File: config.mk
export PLATFORM = sky130hd
export DESIGN_NAME = binary_to_decimal_decoder
export DESIGN_NICKNAME = d
export VERILOG_FILES = /design/src/rtl/binary_to_decimal_decoder.sv
export SDC_FILE = /design/constraint.sdc
export NUM_CORES = 1
export LEC_CHECK = 0
export CORE_MARGIN = 2
export CORE_UTILIZATION = 50
export CTS_CLUSTER_SIZE = 16
export DETAILED_ROUTE_END_ITERATION = 6
export PLACE_DENSITY = 0.73
export SLEW_MARGIN = 15
export SYNTH_ARGS = -nofsm -noshare
export SYNTH_HDL_FRONTEND = slang
export SYNTH_SLANG_ARGS = --single-unit
File: constraint.sdc
create_clock -name clk -period 2.9 [get_ports clk]
set_clock_uncertainty 0.15 [all_clocks]
set_input_delay 0.29 -clock clk [delete_from_list [all_inputs] [get_ports clk]]
set_output_delay 0.29 -clock clk [all_outputs]
set_load 0.02 [all_outputs]
File: src/rtl/binary_to_decimal_decoder.sv
// 4-bit binary to 10-bit one-hot decimal decoder with a DEPTH-entry result FIFO.
// Out-of-range codes (10-15) produce an all-zero result flagged by dec_err and are counted.
module binary_to_decimal_decoder #(
    parameter int DEPTH = 4,
    parameter int CNT_W = 8
) (
    input  logic                     clk,
    input  logic                     rst,
    input  logic                     bin_valid,
    output logic                     bin_ready,
    input  logic [3:0]               Binary,
    output logic                     dec_valid,
    input  logic                     dec_ready,
    output logic [9:0]               Decimal,
    output logic                     dec_err,
    output logic [CNT_W-1:0]         err_count,
    output logic [$clog2(DEPTH):0]   level
);

    localparam int PW = $clog2(DEPTH);
    localparam int LW = PW + 1;

    // Handshakes: a transfer happens on a rising edge where valid and ready are both 1;
    // ready never depends on the opposite side's valid/ready, only on registered occupancy.
    logic [10:0]   mem [DEPTH];
    logic [PW-1:0] wr_ptr;
    logic [PW-1:0] rd_ptr;
    logic          push;
    logic          pop;
    logic          code_err;
    logic [9:0]    dec_onehot;

    always_comb begin
        code_err   = 1'b0;
        dec_onehot = '0;
        if (Binary > 4'd9) begin
            code_err = 1'b1;
        end else begin
            dec_onehot = 10'd1 << Binary;
        end
    end

    always_comb begin
        bin_ready = 1'b0;
        dec_valid = 1'b0;
        Decimal   = '0;
        dec_err   = 1'b0;
        if (!rst) begin
            bin_ready = (level < LW'(DEPTH));
            dec_valid = (level != '0);
        end
        // The head is masked whenever nothing valid is presented.
        if (dec_valid) begin
            Decimal = mem[rd_ptr][10:1];
            dec_err = mem[rd_ptr][0];
        end
    end

    assign push = bin_valid && bin_ready;
    assign pop  = dec_valid && dec_ready;

    always_ff @(posedge clk) begin
        if (push) begin
            mem[wr_ptr] <= {dec_onehot, code_err};
        end
    end

    // Pointers wrap naturally because DEPTH is a power of two.
    always_ff @(posedge clk) begin
        if (rst) begin
            wr_ptr    <= '0;
            rd_ptr    <= '0;
            level     <= '0;
            err_count <= '0;
        end else begin
            if (push) begin
                wr_ptr <= wr_ptr + 1'b1;
            end
            if (pop) begin
                rd_ptr <= rd_ptr + 1'b1;
            end
            case ({push, pop})
                2'b10:   level <= level + 1'b1;
                2'b01:   level <= level - 1'b1;
                default: level <= level;
            endcase
            if (push && code_err && (err_count != '1)) begin
                err_count <= err_count + 1'b1;
            end
        end
    end

endmodule

==> flow_summary.rst, run 1 <==
.. list-table::
   :header-rows: 1

   * - Metric
     - Value
   * - Count of filler cells inserted in the layout
     - 394
   * - Highest-count cells in the layout ignoring fill and taps
     - sky130_fd_sc_hd__edfxtp_1 (44), sky130_fd_sc_hd__clkdlybuf4s50_1 (31), sky130_fd_sc_hd__dfxtp_1 (17), sky130_fd_sc_hd__nor2_1 (13)
   * - Die X
     - 75.66 um
   * - RePlAce Congestion
     - 0.7846
   * - HPWL after detailed placement
     - 3158 um
   * - Total Negative Setup Slacks
     - 0 ps
   * - Startpoint class of the critical path
     - input port
   * - Dominant register cell in the synthesized netlist
     - sky130_fd_sc_hd__edfxtp_1
   * - Number of gates resized after CTS
     - 0
   * - Nature of the critical path endpoint
     - output port
   * - CP required
     - 2460 ps
   * - Sequential element share of the synthesized area
     - 0.6472
   * - GRT busiest layer
     - met2
   * - Synthesized netlist net count
     - 188
   * - Register bit count reported by yosys
     - 61
   * - Post-synthesis instance area
     - 2567 um2
   * - Cell row count
     - 26
   * - CP arrival
     - 2150 ps
   * - Starting utilization of the core area
     - 0.5092
   * - Remaining number of nets flagged by the antenna check after routing
     - 0
   * - Global Route met3 Usage
     - 0.05556
   * - Transition time at the pin with the least slew margin
     - 625.3 ps
   * - Level count of the clock H-tree
     - 3
   * - Post-route fraction of the period consumed by the critical path
     - 0.8930
   * - Via count of the first global-routing pass
     - 1552
   * - Leakage dissipation
     - 1.033 nW
   * - Clock tree from TritonCTS
     - yes
   * - Count of pins on the block boundary
     - 32
   * - Share of layout cells above drive strength 1
     - 0.1324
   * - Synthesis-to-layout area growth
     - 21.78%
   * - Worst-path clk slew
     - 60 ps
   * - Maximum fanout count along the critical path
     - 12
   * - FF-to-FF setup slack
     - 660 ps
   * - Core region area
     - 5042 um2
   * - Post-synthesis average cell area
     - 14.84 um2
   * - Min-delay worst type
     - flop to flop
   * - Layout Nets
     - 229
   * - Most common cell after layout, fill and taps aside
     - sky130_fd_sc_hd__edfxtp_1
   * - Pre-antenna DRT Iters
     - 4
   * - Warning count from the yosys run
     - 0
   * - Number of hold violations in the final report
     - 0
   * - Share of flip-flops with an asynchronous set or reset after synthesis
     - 0
   * - Count of mapped cells out of synthesis
     - 173
   * - Number of max-slew violations in the final report
     - 0
   * - Clk root buf
     - sky130_fd_sc_hd__clkbuf_8
   * - Hold buffer count at CTS
     - 0
   * - Cell variety after synth
     - 33
   * - Period minus WS final
     - 2590 ps
   * - Met2 capacity usage during global routing
     - 0.3159
   * - Max-cap viol count
     - 0
   * - Setup repair after global routing missed its margin
     - false
   * - Post-route worst hold slack
     - 342.2 ps
   * - Initial antenna violation count
     - 0
   * - Global-route wire length before repair
     - 7693 um
   * - CP Class
     - input port to output port
   * - Outcome
     - finished, final reports clean
   * - Number of buffers inserted by post-CTS setup repair
     - 0
   * - Vias per std cell
     - 5.266
   * - Clock latency at the later pin of the worst-skew pair
     - 330 ps
   * - TritonCTS sink count
     - 61
   * - Number of buffers added by the clock tree synthesis step
     - 9
   * - GRT overflow
     - 0
   * - Endpoints failing setup
     - 0
   * - Maximum vdd drop
     - 0.0003111 V
   * - Total via count after detailed routing
     - 1522
   * - Die area
     - 5724 um2
   * - Antenna fix cells
     - 0
   * - Height of the chip
     - 75.66 um
   * - Slew margin rel.
     - 0.5832
   * - Pwr dens
     - 577.5 nW/um2
   * - Remaining design rule violation count
     - 0
   * - Overall routed net length
     - 4688 um
   * - Clk buf depth
     - 2
   * - DP Cell Count
     - 273
   * - Combined global-route utilization of all metal layers
     - 0.1916
   * - Max Clock Freq
     - 0.3862 GHz
   * - Routed length per placed instance
     - 16.22 um
   * - Post-layout util
     - 0.6201
   * - Count of flip-flops with a built-in enable after synthesis
     - 44
   * - Final non-filler cell total
     - 289
   * - Largest net degree at the start of global routing
     - 13
   * - Number of port buffers
     - 31
   * - GRT met1 Usage
     - 0.2337
   * - DRT iter0 DRCs
     - 111
==> metrics by stage <==
| step | total power, mW | area, um2 | setup slack [ps] |
|---|---|---|---|
| floorplan | 1.135 | 2567 | 621.5 |
| global placement | 1.221 | 2975 | 338.2 |
| detailed placement | 1.229 | 2975 | 301.8 |
| CTS | 1.827 | 3127 | 296.5 |
| global route | 1.889 | 3127 | 198.4 |
| finish | 1.806 | 3127 | 310.3 |
==> logic make-up (layout without fill, tap and decap cells) <==
kind of cell             Yosys count  count (layout)  synth area share
buffers and inverters             10              56           0.01510
flip-flops                        61              61            0.6472
AO/OA/AOI/OAI                     16              16           0.04434
AND/OR/NAND/NOR                   59              59            0.1277
adder cells (fa/ha/maj)            7               7           0.03704
multiplexers                      14              14            0.1082
XOR/XNOR                           6               6           0.02047
==> flip-flops by register name (all words and copies together), names as in the netlist, named ones only <==
name / flops
mem: 44
err_count: 8
level: 3
rd_ptr: 2
wr_ptr: 2
==> final timing paths <==
kind,depth (start not counted),startpoint,endpoint
setup / recovery,4,rst,Decimal[1]
hold / removal,1,rd_ptr[1],flop
setup reg to reg,7,level[2],level[2]
hold reg to reg,1,rd_ptr[1],flop
==> final cells by class <==
class,instances,area (um2),area share
inverters,5,18.77,0.006002
multi-input cells,102,867.1,0.2773
repair buffers,35,340.3,0.1088
clock buffers,13,138.9,0.04442
flip-flops and latches,61,1662,0.5314
clock inverters,3,12.51,0.004002
well taps,70,87.58,0.02801
==> Yosys cell counts (2+ instances only) <==
master,instances,share of area
sky130_fd_sc_hd__nor2_1,13,0.019
sky130_fd_sc_hd__o21ai_0,5,0.0097
sky130_fd_sc_hd__mux4_2,11,0.096
sky130_fd_sc_hd__nor3_1,6,0.012
sky130_fd_sc_hd__nand2_1,5,0.0073
sky130_fd_sc_hd__edfxtp_1,44,0.51
sky130_fd_sc_hd__o31ai_1,2,0.0058
sky130_fd_sc_hd__and2_1,4,0.0097
sky130_fd_sc_hd__clkbuf_1,3,0.0044
sky130_fd_sc_hd__a21oi_1,6,0.012
sky130_fd_sc_hd__or3_1,5,0.012
sky130_fd_sc_hd__nand2b_1,5,0.012
sky130_fd_sc_hd__xor2_1,3,0.010
sky130_fd_sc_hd__dfxtp_1,17,0.13
sky130_fd_sc_hd__nor2b_1,11,0.027
sky130_fd_sc_hd__xnor2_1,3,0.010
sky130_fd_sc_hd__inv_1,5,0.0073
sky130_fd_sc_hd__nand3_1,3,0.0058
sky130_fd_sc_hd__ha_1,6,0.029
sky130_fd_sc_hd__mux2i_1,3,0.012
==> critical path, cell delays in order <==
cell and delay (ps):
sky130_fd_sc_hd__clkdlybuf4s50_1 580, sky130_fd_sc_hd__or2_2 500, sky130_fd_sc_hd__nor2b_1 160, sky130_fd_sc_hd__clkdlybuf4s50_1 610
==> per-layer routing <==
metal	wire length, um	share of wire
met1	1899	0.41
met2	2422	0.52
met3	275	0.059
met4	91	0.019
met5	0	0
==> report_power, final <==
part           internal (mW)  leakage (nW)  total [mW]  switching, mW
Clock                  0.304        0.0765       0.598          0.295
Combinational          0.112         0.422       0.228          0.116
Sequential             0.961         0.534       0.980         0.0183
Total                   1.38          1.03        1.81          0.429
Note: power is estimated with default switching activity, not from simulation.
==> run 2: changes to the inputs <==
Settings changed: DONT_BUFFER_PORTS set to 1, PLACE_DENSITY 0.73 to 0.65.
==> run 2 against run 1 <==
Worst setup slack improved by 190 ps; total power decreased by 1.9%; cell area down 9.7%; fmax grew 7.9%; worst hold slack got worse by 320 ps; sequential power rose by 0.6%; largest power group unchanged; clock-buffer cell count stayed put; non-clock buffer count is 32 lower; wire length down 7.4%.
==> flow_summary.rst, run 2 (synthesis gave the netlist of run 1 again) <==
.. list-table::
   :header-rows: 1

   * - Metric
     - Value
   * - Slowest CP cell
     - sky130_fd_sc_hd__dfxtp_1
   * - Nature of the critical path endpoint
     - flop
   * - Layout Nets
     - 197 (-14%)
   * - Level count of the clock H-tree
     - 3 (unchanged)
   * - WL met2
     - 2262 um (-6.6%)
   * - Min-delay worst type
     - input port to flop
   * - Setup repair after global routing missed its margin
     - false
   * - Clk buf depth
     - 2 (unchanged)
   * - HPWL after detailed placement
     - 2882 um (-8.7%)
   * - Clk root buf
     - sky130_fd_sc_hd__clkbuf_8
   * - GRT overflow
     - 0 (unchanged)
   * - Maximum vdd drop
     - 0.0002962 V (-4.8%)
   * - Metal3 WL
     - 262 um (-4.7%)
   * - Count of filler cells inserted in the layout
     - 426 (+8.1%)
   * - Total stage count of the critical path
     - 7 (+3)
   * - Total Negative Setup Slacks
     - 0 ps (unchanged)
   * - Pre-CTS setup slack
     - 504.1 ps (+202.4 ps)
   * - CP max stage delay
     - 570 ps (-40 ps)
   * - Number of hold violations in the final report
     - 0 (unchanged)
   * - Period minus WS final
     - 2400 ps (-189.4 ps)
   * - Biggest registers after layout
     - mem x44, err_count x8, level x3
   * - Cell Chain, Critical Path
     - nor3_1, nor3b_1, ha_1, fa_1, xnor2_1, or3_1, a21oi_1
   * - Slew margin rel.
     - 0.5643 (-0.01891)
   * - Count of pins on the block boundary
     - 32 (unchanged)
   * - Total power
     - 1.772 mW (-1.9%)
   * - Largest net degree at the start of global routing
     - 16 (+3)
   * - M1 wire length
     - 1767 um (-7.0%)
   * - Via count of the first global-routing pass
     - 1441 (-7.2%)
   * - CP Class
     - flop to flop
   * - Share of layout cells above drive strength 1
     - 0.1551 (+0.02266)
   * - Remaining number of nets flagged by the antenna check after routing
     - 0 (unchanged)
   * - Post-route worst hold slack
     - 22.14 ps (-320.1 ps)
   * - Cell row count
     - 26 (unchanged)
   * - Transition time at the pin with the least slew margin
     - 647.6 ps (+22.39 ps)
   * - Die area
     - 5724 um2 (unchanged)
   * - Largest register FFs
     - 44 (unchanged)
   * - Max-cap viol count
     - 0 (unchanged)
   * - Number of max-slew violations in the final report
     - 0 (unchanged)
   * - RePlAce Congestion
     - 0.7372 (-6.0%)
   * - Antenna fix cells
     - 0 (unchanged)
   * - Worst path setup slack after routing
     - 499.8 ps (+189.4 ps)
   * - Depth of the worst hold-timing path
     - 2 (+1)
   * - Top register by number of flip-flops
     - mem
   * - Pre-antenna DRT Iters
     - 4 (unchanged)
   * - Core region area
     - 5042 um2 (unchanged)
   * - Clock tree from TritonCTS
     - yes
   * - Number of buffers added by the clock tree synthesis step
     - 9 (unchanged)
   * - Post-route fraction of the period consumed by the critical path
     - 0.8277 (-0.06532)
   * - Clock latency at the later pin of the worst-skew pair
     - 330 ps (about the same)
   * - Number of port buffers
     - 0 (-100%)
   * - Most common cell after layout, fill and taps aside
     - sky130_fd_sc_hd__edfxtp_1
   * - Remaining design rule violation count
     - 0 (unchanged)
   * - Overall routed net length
     - 4339 um (-7.4%)
   * - Global-route wire length before repair
     - 6955 um (-9.6%)
   * - Maximum fanout count along the critical path
     - 6 (-6)
   * - Outcome
     - finished, final reports clean
   * - Startpoint class of the critical path
     - flop
   * - Max Clock Freq
     - 0.4166 GHz (+7.9%)
   * - Number of buffers inserted by post-CTS setup repair
     - 0 (unchanged)
   * - Synthesis-to-layout area growth
     - 9.942%
   * - Leakage dissipation
     - 0.9249 nW (-10%)
   * - Topmost layer with routed signal wires
     - met4
   * - Number of gates resized after CTS
     - 0 (unchanged)
   * - Total via count after detailed routing
     - 1400 (-8.0%)
   * - Length in cells of the worst reg-to-reg path
     - 7 (unchanged)
   * - Height of the chip
     - 75.66 um (unchanged)
   * - Routed length per placed instance
     - 16.88 um (+4.1%)
   * - Count of buffer and inverter cells on the critical path
     - 0 (-2)
   * - CP top delay family
     - simple AND/OR/NAND/NOR gates
   * - Die X
     - 75.66 um (unchanged)
   * - DRT iter0 DRCs
     - 103 (-7.2%)
   * - TritonCTS sink count
     - 61 (unchanged)
   * - Vias per std cell
     - 5.447 (+3.4%)
   * - Worst-path clk slew
     - 60 ps (about the same)
   * - CP required
     - 3000 ps (+540 ps)
   * - Initial antenna violation count
     - 0 (unchanged)
   * - Combined global-route utilization of all metal layers
     - 0.1731 (-0.01844)
   * - Endpoints failing setup
     - 0 (unchanged)
   * - CP arrival
     - 2500 ps (+350 ps)
   * - Hold buffer count at CTS
     - 1 (+1)
   * - Highest-count cells in the layout ignoring fill and taps
     - sky130_fd_sc_hd__edfxtp_1 (44), sky130_fd_sc_hd__dfxtp_1 (17), sky130_fd_sc_hd__nor2_1 (13), sky130_fd_sc_hd__mux4_2 (11), sky130_fd_sc_hd__nor2b_1 (11)
   * - Pwr dens
     - 627.7 nW/um2 (+8.7%)
   * - Starting utilization of the core area
     - 0.5092 (unchanged)
-- run 2: cell types whose count changed in the layout (fill, tap and decap cells not counted), sizes merged --
cell	change
clkdlybuf4s50	-31
dlygate4sd3	+1
buf	-2
-- run 2: cell type report --
class | instances | area [um2] | area share
sequential | 61 | 1662 | 0.5887
inverter | 5 | 18.77 | 0.006649
multi-input combinational | 102 | 867.1 | 0.3072
clock inverter | 3 | 13.76 | 0.004876
timing repair buffer | 3 | 25.02 | 0.008865
clock buffer | 13 | 148.9 | 0.05275
tap | 70 | 87.58 | 0.03103
-- run 2: final timing paths --
check                                from   endpoint  slack, ps
worst max-delay path             level[2]   level[2]        500
worst min-delay path                  rst  rd_ptr[1]         20
worst max register to register   level[2]   level[2]        500
worst min register to register  rd_ptr[1]  rd_ptr[1]        320
-- run 2: where the power goes --
part	leakage, nW	switching (mW)	internal [mW]
clock	0.0848	0.297	0.328
sequential	0.534	0.0244	0.961
combinational	0.306	0.0955	0.0657
total	0.925	0.417	1.36
-- run 2: layer usage --
layer,vias up,global-route usage
met1,690,0.1949
met4,0,0.06043
met5,-,0
li1,667,-
met2,38,0.2928
met3,5,0.07804
-- run 2: through the flow --
step / std cells / util / area [um2]
2_1_floorplan: 173 / - / 2567
3_3_place_gp: 240 / 0.5256 / 2650
3_5_place_dp: 240 / 0.5256 / 2650
4_1_cts: 257 / 0.5598 / 2823
5_1_grt: 257 / 0.5598 / 2823
6_report: 257 / 0.5598 / 2823
